==> config.mk <==
export PLATFORM = sky130hd
export DESIGN_NAME = mul_final_adder
export DESIGN_NICKNAME = d
export VERILOG_FILES = /design/src/rtl/mul_final_adder.sv
export SDC_FILE = /design/constraint.sdc
export NUM_CORES = 1
export LEC_CHECK = 0
export CORE_AREA = 2 2 187 189
export CTS_CLUSTER_DIAMETER = 200
export DETAILED_ROUTE_END_ITERATION = 7
export DIE_AREA = 0 0 189 191
export DONT_BUFFER_PORTS = 1
export GPL_ROUTABILITY_DRIVEN = 0
export PLACE_DENSITY = 0.68
export SLEW_MARGIN = 30
export SYNTH_ARGS = -nofsm -noshare
export SYNTH_HDL_FRONTEND = slang
export SYNTH_SLANG_ARGS = --single-unit
==> constraint.sdc <==
create_clock -name clk -period 3.51 [get_ports clk]
set_input_delay 0.702 -clock clk [delete_from_list [all_inputs] [get_ports clk]]
set_output_delay 0.702 -clock clk [all_outputs]
set_load 0.02 [all_outputs]
==> src/rtl/mul_final_adder.sv <==
// Final carry-propagate stage of the pipelined 64x64 multiplier.
// Adds the Wallace-tree carry-save pair in two halves across two register
// stages, selects the op-specific 64-bit result, and hands it downstream
// through a valid/ready handshake. At most two transactions are in flight.
module mul_final_adder #(
  parameter int TW   = 132,
  parameter int HW   = 66,
  parameter int XLEN = 64
) (
  input  logic            clk,
  input  logic            rst,
  input  logic            flush,
  input  logic            in_valid,
  output logic            in_ready,
  input  logic [1:0]      in_op,
  input  logic [TW-1:0]   re_op1,
  input  logic [TW-1:0]   re_op2,
  input  logic            op2_1,
  input  logic            addr_cin,
  output logic            out_valid,
  input  logic            out_ready,
  output logic [XLEN-1:0] result
);

  typedef enum logic [1:0] {
    OP_MUL  = 2'b00,
    OP_MULH = 2'b01,
    OP_MULW = 2'b10,
    OP_RSV  = 2'b11
  } op_e;

  // S1 state: low half sum, its carry-out, and the untouched high operands
  logic             r_s1_valid;
  logic [HW-1:0]    r_lo;
  logic             r_c1;
  logic [TW-HW-1:0] r_op1_hi;
  logic [TW-HW-1:0] r_op2_hi;
  op_e              r_op;

  logic             w_accept;
  logic             w_adv2;
  logic [HW:0]      w_lo;
  logic [TW-HW-1:0] w_hi;
  logic [TW-1:0]    w_product;
  logic [XLEN-1:0]  w_sel;
  logic             w_unused;

  assign w_adv2   = r_s1_valid & (~out_valid | out_ready);
  assign in_ready = ~rst & ~flush & (~r_s1_valid | w_adv2);
  assign w_accept = in_valid & in_ready;

  // Carry vector is shifted left by one: op2_1 fills bit 0, re_op2[TW-1] drops out
  assign w_lo = {1'b0, re_op1[HW-1:0]}
              + {1'b0, re_op2[HW-2:0], op2_1}
              + (HW+1)'(addr_cin);

  assign w_hi      = r_op1_hi + r_op2_hi + (TW-HW)'(r_c1);
  assign w_product = {w_hi, r_lo};

  // Instruction-specific slice of the full product
  always_comb begin
    w_sel = w_product[XLEN-1:0];
    case (r_op)
      OP_MULH: w_sel = w_product[2*XLEN-1:XLEN];
      OP_MULW: w_sel = {{(XLEN-32){w_product[31]}}, w_product[31:0]};
      default: w_sel = w_product[XLEN-1:0];
    endcase
  end

  // Bits of the sum/carry pair that never reach the result
  assign w_unused = ^{re_op2[TW-1], w_product[TW-1:2*XLEN]};

  // S1: capture low-half sum and high operands on accept
  always_ff @(posedge clk) begin
    if (rst) begin
      r_s1_valid <= 1'b0;
      r_lo       <= '0;
      r_c1       <= 1'b0;
      r_op1_hi   <= '0;
      r_op2_hi   <= '0;
      r_op       <= OP_MUL;
    end else if (flush) begin
      r_s1_valid <= 1'b0;
    end else if (w_accept) begin
      r_s1_valid <= 1'b1;
      r_lo       <= w_lo[HW-1:0];
      r_c1       <= w_lo[HW];
      r_op1_hi   <= re_op1[TW-1:HW];
      r_op2_hi   <= re_op2[TW-2:HW-1];
      r_op       <= op_e'(in_op);
    end else if (w_adv2) begin
      r_s1_valid <= 1'b0;
    end
  end

  // S2: output register, loads only when S1 advances, holds under back-pressure
  always_ff @(posedge clk) begin
    if (rst) begin
      out_valid <= 1'b0;
      result    <= '0;
    end else if (flush) begin
      out_valid <= 1'b0;
    end else if (w_adv2) begin
      out_valid <= 1'b1;
      result    <= w_sel;
    end else if (out_valid & out_ready) begin
      out_valid <= 1'b0;
    end
  end

endmodule

Word level (Yosys, flattened, before mapping)
Cells that the tools add are included.
{"block": "classes", "n_addsub": 4, "n_eq_ne": 2, "n_mux": 5, "bitwise": 11, "n_reduce_logical": 5}
{"op": "case mux 64 bit (2 select lines)", "count": 1}
{"op": "adder 66 x 66 -> 67 bit", "count": 1}
{"op": "adder 67 x 1 -> 67 bit", "count": 1}
{"op": "adder 62 x 1 -> 62 bit", "count": 1}
{"op": "adder 62 bit", "count": 1}
{"op": "AND 1 bit", "count": 5}
{"op": "2-to-1 mux 1 bit", "count": 4}
{"op": "NOT 1 bit", "count": 4}
{"op": "AND reduction 2 bit", "count": 2}
{"op": "nonzero test 2 bit", "count": 2}
{"op": "equality test 2 x 1 -> 1 bit, second input constant", "count": 1}
{"op": "equality test 2 bit, second input constant", "count": 1}
{"op": "OR 1 bit", "count": 2}
{"op": "OR reduction 2 bit", "count": 1}
{"block": "totals", "regBits": 259, "input_bits": 273, "out_inout_bits": 66, "elab_cells": 35}

Longest topological paths before layout
Gate-level depths: netlist (run 1).
{"block": "depth", "ltp_word": 7, "mapped_depth": 13}

Least setup slack after synthesis (run 1)
Ideal clock, no wire load.
{"block": "synth_timing", "path_kind": "register -> register", "start": "register r_c1", "end": "register result[62]", "setup_ns": 0.117, "arrival_ns": 3.351, "required_ns": 3.393, "path_slack_ns": 0.041, "path_stages_with_launch": 13, "n_path_buf": 0, "cell_sequence": "dfxtp_1 -> fa_1 -> fa_1 -> a211oi_2 -> o21bai_2 -> a2111oi_4 -> a21boi_2 -> o21a_1 -> o2111ai_1 -> a31oi_1 -> or3_1 -> a31o_1 -> a32o_1"}
{"block": "synth_between", "elab_chain_cells": 2}
{"element": "start, declared", "line": "35", "text": "logic r_c1;"}
{"element": "start signal, assigned", "line": "87", "text": "r_c1 <= w_lo[HW];"}
{"element": "adder 62 x 1 -> 62 bit", "line": "57", "text": "assign w_hi = r_op1_hi + r_op2_hi + (TW-HW)'(r_c1);"}
{"element": "case mux 64 bit (2 select lines)", "line": "63", "text": "case (r_op)"}
{"element": "end signal, assigned", "line": "105", "text": "result <= w_sel;"}
{"element": "end, declared", "line": "22", "text": "output logic [XLEN-1:0] result"}
No other way between the ends.
A chain may end at the register's enable or synchronous reset.

Final worst setup path (run 1)
Ends and elaborated chain as after synthesis.

==> results.py, run 1 <==
metrics = {
    "status": {
        "status": "completed",
    },
    "sta": {
        "maxSlewHeadroom": 0.452,
        "fin_ws_ps": 35.1,
        "rsz0062_at_grt": "yes",
        "report.final.slew_viol_count": 0,
        "period_share": 0.990,
        "hold_violations": 0,
        "fmax_mhz": 288,
        "fin_crit_ps": 3470,
        "worst_pin_slew_ps": 822,
        "setup_violations": 0,
        "fin_skew_ps": 14.1,
    },
    "run": {
        "cap_violations": 0,
    },
    "grt": {
        "grt_overflow_total": 0,
        "grt_max_degree": 209,
        "grt_pass1_vias": 14800,
        "antenna_found_initial": 0,
        "grtUsageTotal": 0.266,
        "grt_first_pass_wirelength_um": 78100,
    },
    "worst_setup_path": {
        "worst-r2r-cell-count": 12,
        "reg2reg_from": "r_c1",
        "cp.arrival_ps": 3930,
        "crit_fanout": 3,
        "start_kind": "flip-flop",
        "critPathKind": "reg2reg",
        "crit_start": "r_c1",
        "cp_data_required_time_ps": 3960,
        "end_kind": "flip-flop",
    },
    "cells_and_area": {
        "nets": 2614,
        "antenna_cells": 0,
        "area.sequential_um2": 5190,
        "multi_input_area_um2": 11100,
        "syn_to_final_growth_pct": 10.2,
        "layoutNonFillerInstCount": 2687,
        "fill_cells": 3252,
        "layout_common_cells": "470 x nand2_1, 308 x a21oi_1, 258 x dfxtp_1, 131 x nor2_1, 127 x ha_1",
        "design_area_um2": 18600,
        "final_common_cell": "nand2_1",
        "drive_gt1_frac": 0.0726,
    },
    "floorplan": {
        "die_width_um": 189,
        "coreArea_um2": 34100,
        "dieArea_um2": 36100,
        "io_pins": 339,
        "start_util": 0.496,
        "die_h_um": 191,
        "rows": 68,
    },
    "pwr": {
        "p_per_area_nw_per_um2": 426,
        "power.leakage_nw": 7.66,
        "ir_worst_vdd_uv": 279,
    },
    "drt": {
        "dr.pass1.iters": 7,
        "drt_iter0_drc": 1142,
        "drt_wl_total_um": 50300,
        "vias": 16100,
        "vias_per_cell": 5.97,
        "ant_nets": 0,
        "wl_per_cell_um": 18.7,
        "drc": 0,
    },
    "clocking": {
        "cts_buffer_depth": 3,
        "numCtsBuffers": 28,
        "holdBufCountCts": 0,
        "root_buffer": "clkbuf_16",
        "htree_levels": 1,
        "clkTransAtPathRegs_ps": 60,
        "worstSkewPairLatency_ps": 560,
        "numClockSinks": 259,
        "cts_tree": "built",
    },
    "placed_design": {
        "dp_hpwl_um": 38700,
        "dp_slack_ps": -153,
        "placed_area_um2": 17500,
        "port_buffers": 0,
        "dp_cells": 2633,
    },
    "synthesis": {
        "yosysUniqueCellTypes": 87,
        "ys_async_sr_fraction": 0,
        "syn-cell-area_um2": 16900,
        "synth_nets": 2661,
        "synth-edff-count": 0,
        "synth_top_cell_by_area": "dfxtp_1",
        "syn-instance-count": 2257,
        "synth-main-ff-cell": "dfxtp_1",
        "avgSynthCellArea_um2": 7.49,
        "yosys_warnings": 0,
        "synth_area_leaders": "dfxtp_1 31%, nand2_1 10%, ha_1 9.4%, a21oi_1 9.1%, a21o_1 3.9%",
        "yosysSeqAreaShare": 0.307,
        "synth-seq-cells": 259,
        "yosysTopAreaCellShare": 0.307,
    },
    "worst_hold_path": {
        "hold_path.class": "in2reg",
        "hp-start": "flush",
        "min_path_cells": 1,
    },
}
## state kept, by name, summed over array words and instances, names as in the netlist
register,flops
r_op2_hi,62
out_valid,1
r_lo,66
r_c1,1
result,64
r_s1_valid,1
r_op,2
r_op1_hi,62
## worst paths after layout
check                to  slack [ps]
max reg2reg  result[62]          40
min reg2reg    r_lo[24]         460
min           out_valid         220
max          result[62]          40
## cell type report
type	count	share of cell area
Clock inverter	15	0.0156
Timing Repair Buffer	65	0.0295
Inverter	44	0.00886
Multi-Input combinational cell	1812	0.594
Clock buffer	37	0.0427
Sequential cell	259	0.278
Tap cell	455	0.0305
## logic make-up (layout without fill, tap and decap cells)
| logic type | Yosys count | count (layout) | share of synthesized area |
|---|---|---|---|
| adder cells (fa/ha/maj) | 131 | 131 | 0.0987 |
| multiplexers | 5 | 5 | 0.00296 |
| flip-flops | 259 | 259 | 0.307 |
| buffers and inverters | 186 | 161 | 0.0423 |
| AO/OA/AOI/OAI | 748 | 748 | 0.283 |
| XOR/XNOR | 108 | 108 | 0.0559 |
| AND/OR/NAND/NOR | 820 | 820 | 0.210 |
## synth_stat cells (10+ instances only)
cell / number
a211oi_1: 13
a21boi_0: 10
a21o_1: 87
a21oi_1: 309
a221oi_1: 37
a31oi_1: 16
and3_1: 11
clkbuf_1: 132
dfxtp_1: 259
ha_1: 127
inv_1: 44
nand2_1: 471
nand2b_1: 26
nand3_1: 43
nand4_1: 38
nor2_1: 131
nor3_1: 48
o21a_1: 13
o21ai_0: 116
o21bai_1: 22
o221ai_1: 18
or3_1: 11
xnor2_1: 59
xor2_1: 49
## routing by layer
metal,up-vias,track usage,part of all wire
met1,7423,0.380,0.47
met2,581,0.405,0.42
met5,-,0,0
met3,84,0.0466,0.077
li1,7962,-,-
met4,0,0.0871,0.031
## what timing repair did
| action | CTS | global route |
|---|---|---|
| endpoints found under the hold margin | 0 | 0 |
| endpoints found under the setup margin | 11 | 13 |
| pin swaps | 1 | 9 |
| setup buffers | 0 | 2 |
| gates resized for setup | 5 | 12 |
## power by group
group | switching (mW) | internal, mW
sequential | 0.124 | 3.06
combinational | 0.786 | 0.525
clock | 1.26 | 2.19
total | 2.17 | 5.77
## per-stage QoR
stage | total power, mW | TNS (ps) | hold WS (ps) | util
floorplan | 4.18 | 0 | 416 | -
global placement | 4.51 | -615 | 432 | 0.512
detailed placement | 4.53 | -895 | 444 | 0.512
CTS | 7.98 | 0 | 196 | 0.545
global route | 8.26 | -338 | 198 | 0.546
finish | 7.93 | 0 | 217 | 0.546
## critical path, cell delays in order, from the launching register on
cell,delay [ps]
dfxtp_4,370
fa_2,410
fa_2,370
a211oi_2,230
o21bai_2,130
a2111oi_4,420
a21boi_2,110
o21a_2,250
o2111ai_2,210
a31oi_1,130
or3_1,320
a31o_1,220
a32o_1,200
(Power assumes the default switching activity.)
==> inputs of run 2 (changes only) <==
Settings changed: HOLD_SLACK_MARGIN set to 0.05, RECOVER_POWER set to 100.
==> results.py, run 2 (same netlist as run 1, synthesis figures left out) <==
metrics = {
    "status": {
        "status": "complete, but fails checks",
        "violations": "capacitance limit, slew limit",
    },
    "grt": {
        "grt_first_pass_wirelength_um": 78100,
        "grt_overflow_total": 0,
        "grt_max_degree": 209,
        "grtUsageTotal": 0.266,
        "grt_pass1_vias": 14800,
        "antenna_found_initial": 0,
    },
    "floorplan": {
        "die_width_um": 189,
        "dieArea_um2": 36100,
        "start_util": 0.496,
        "die_h_um": 191,
        "coreArea_um2": 34100,
        "io_pins": 339,
        "rows": 68,
    },
    "clocking": {
        "root_buffer": "clkbuf_16",
        "numCtsBuffers": 28,
        "clkTransAtPathRegs_ps": 60,
        "htree_levels": 1,
        "cts_buffer_depth": 3,
        "cts_tree": "built",
        "holdBufCountCts": 0,
        "worstSkewPairLatency_ps": 550,
        "numClockSinks": 259,
    },
    "sta": {
        "rsz0062_at_grt": "yes",
        "setup_violations": 0,
        "hold_violations": 0,
        "fmax_mhz": 287,
        "worst_pin_slew_ps": 1850,
        "period_share": 0.991,
        "fin_ws_ps": 30.2,
        "fin_crit_ps": 3480,
        "maxSlewHeadroom": -0.234,
        "report.final.slew_viol_count": 62,
        "fin_skew_ps": 13.3,
    },
    "drt": {
        "drt_iter0_drc": 1168,
        "vias_per_cell": 6.02,
        "drc": 0,
        "dr.pass1.iters": 5,
        "vias": 16200,
        "wl_per_cell_um": 18.8,
        "ant_nets": 0,
        "drt_wl_total_um": 50500,
    },
    "cells_and_area": {
        "nets": 2614,
        "syn_to_final_growth_pct": 9.72,
        "regMostFlops": "r_lo",
        "fill_cells": 3273,
        "largest_reg_flops": 66,
        "layoutNonFillerInstCount": 2687,
        "largestRegisters": "r_lo (66), result (64)",
        "antenna_cells": 0,
        "layout_common_cells": "471 x nand2_1, 308 x a21oi_1, 258 x dfxtp_1, 131 x nor2_1, 127 x ha_1",
        "final_common_cell": "nand2_1",
        "drive_gt1_frac": 0.0668,
    },
    "pwr": {
        "power.total_mw": 7.93,
        "p_per_area_nw_per_um2": 427,
        "power.leakage_nw": 7.61,
        "ir_worst_vdd_uv": 277,
    },
    "worst_setup_path": {
        "start_kind": "flip-flop",
        "end_kind": "flip-flop",
        "cp.arrival_ps": 3930,
        "max_stage_delay_ps": 420,
        "cpMaxStageDelayCell": "a2111oi_4",
        "crit_chain": "fa_2, fa_2, a211oi_2, o21bai_2, a2111oi_4, a21boi_2, o21a_2, o2111ai_2, a31oi_1, or3_1, a31o_1, a32o_1",
        "critPathKind": "reg2reg",
        "cpMostUsedCell": "fa_2",
        "cp_data_required_time_ps": 3960,
        "crit_fanout": 3,
    },
    "run": {
        "cap_violations": 2,
    },
    "placed_design": {
        "dp_cells": 2633,
        "dp_hpwl_um": 38700,
        "dp_slack_ps": -153,
        "port_buffers": 0,
    },
    "worst_hold_path": {
        "hold_path.class": "in2reg",
    },
}
==> run 2: cell count changes in the layout (fill, tap and decap cells not counted), sizes merged <==
cell and delta:
buf -7, clkbuf +7
==> run 2: metrics by stage <==
step | TNS, ps | hold slack, ps | utilization | area [um^2]
floorplan | 0 | 416 | - | 16900
global placement | -615 | 432 | 0.512 | 17500
detailed placement | -895 | 444 | 0.512 | 17500
CTS | 0 | 196 | 0.545 | 18600
global route | -682 | 198 | 0.544 | 18600
finish | 0 | 217 | 0.544 | 18600
==> run 2: area by class of cell <==
cell class              instances  area [um^2]  area share
multi-input cells            1812        11000       0.595
inverters                      44          165     0.00890
clock inverters                15          292      0.0157
well taps                     455          569      0.0307
flip-flops and latches        259         5190       0.280
clock buffers                  37          796      0.0429
repair buffers                 65          503      0.0271
==> run 2: repair_timing <==
item                       in CTS  in global routing
setup endpoints to repair      11                 13
pin swaps                       1                  9
gates resized for setup         5                 12
setup buffers                   0                  2
==> run 2: routing by layer <==
| layer | part of all wire | vias to the layer above | global-route usage |
|---|---|---|---|
| met5 | 0 | - | 0 |
| met4 | 0.031 | 0 | 0.0871 |
| met3 | 0.077 | 85 | 0.0466 |
| met2 | 0.42 | 590 | 0.405 |
| met1 | 0.47 | 7543 | 0.380 |
| li1 | - | 7964 | - |
==> run 2: path summary, 6_finish.rpt <==
path / from / to / cells past startpoint / slack [ps]
setup reg to reg: r_c1 / result[62] / 12 / 30
hold / removal: flush / out_valid / 1 / 220
hold reg to reg: r_lo[24] / r_lo[24] / 2 / 450
setup / recovery: r_c1 / result[62] / 12 / 30
==> run 2: where the power goes <==
group | switching [mW] | internal [mW] | leakage [nW]
registers | 0.124 | 3.06 | 2.11
clock network | 1.26 | 2.19 | 0.525
logic | 0.785 | 0.517 | 4.98
==> run 2: critical path, delay by kind of cell (launching register included) <==
kind | cells | cell delay [ps]
AOI/OAI and AO/OA | 9 | 1910
adders and majority gates | 2 | 780
DFF | 1 | 370
and+or+nand+nor | 1 | 320
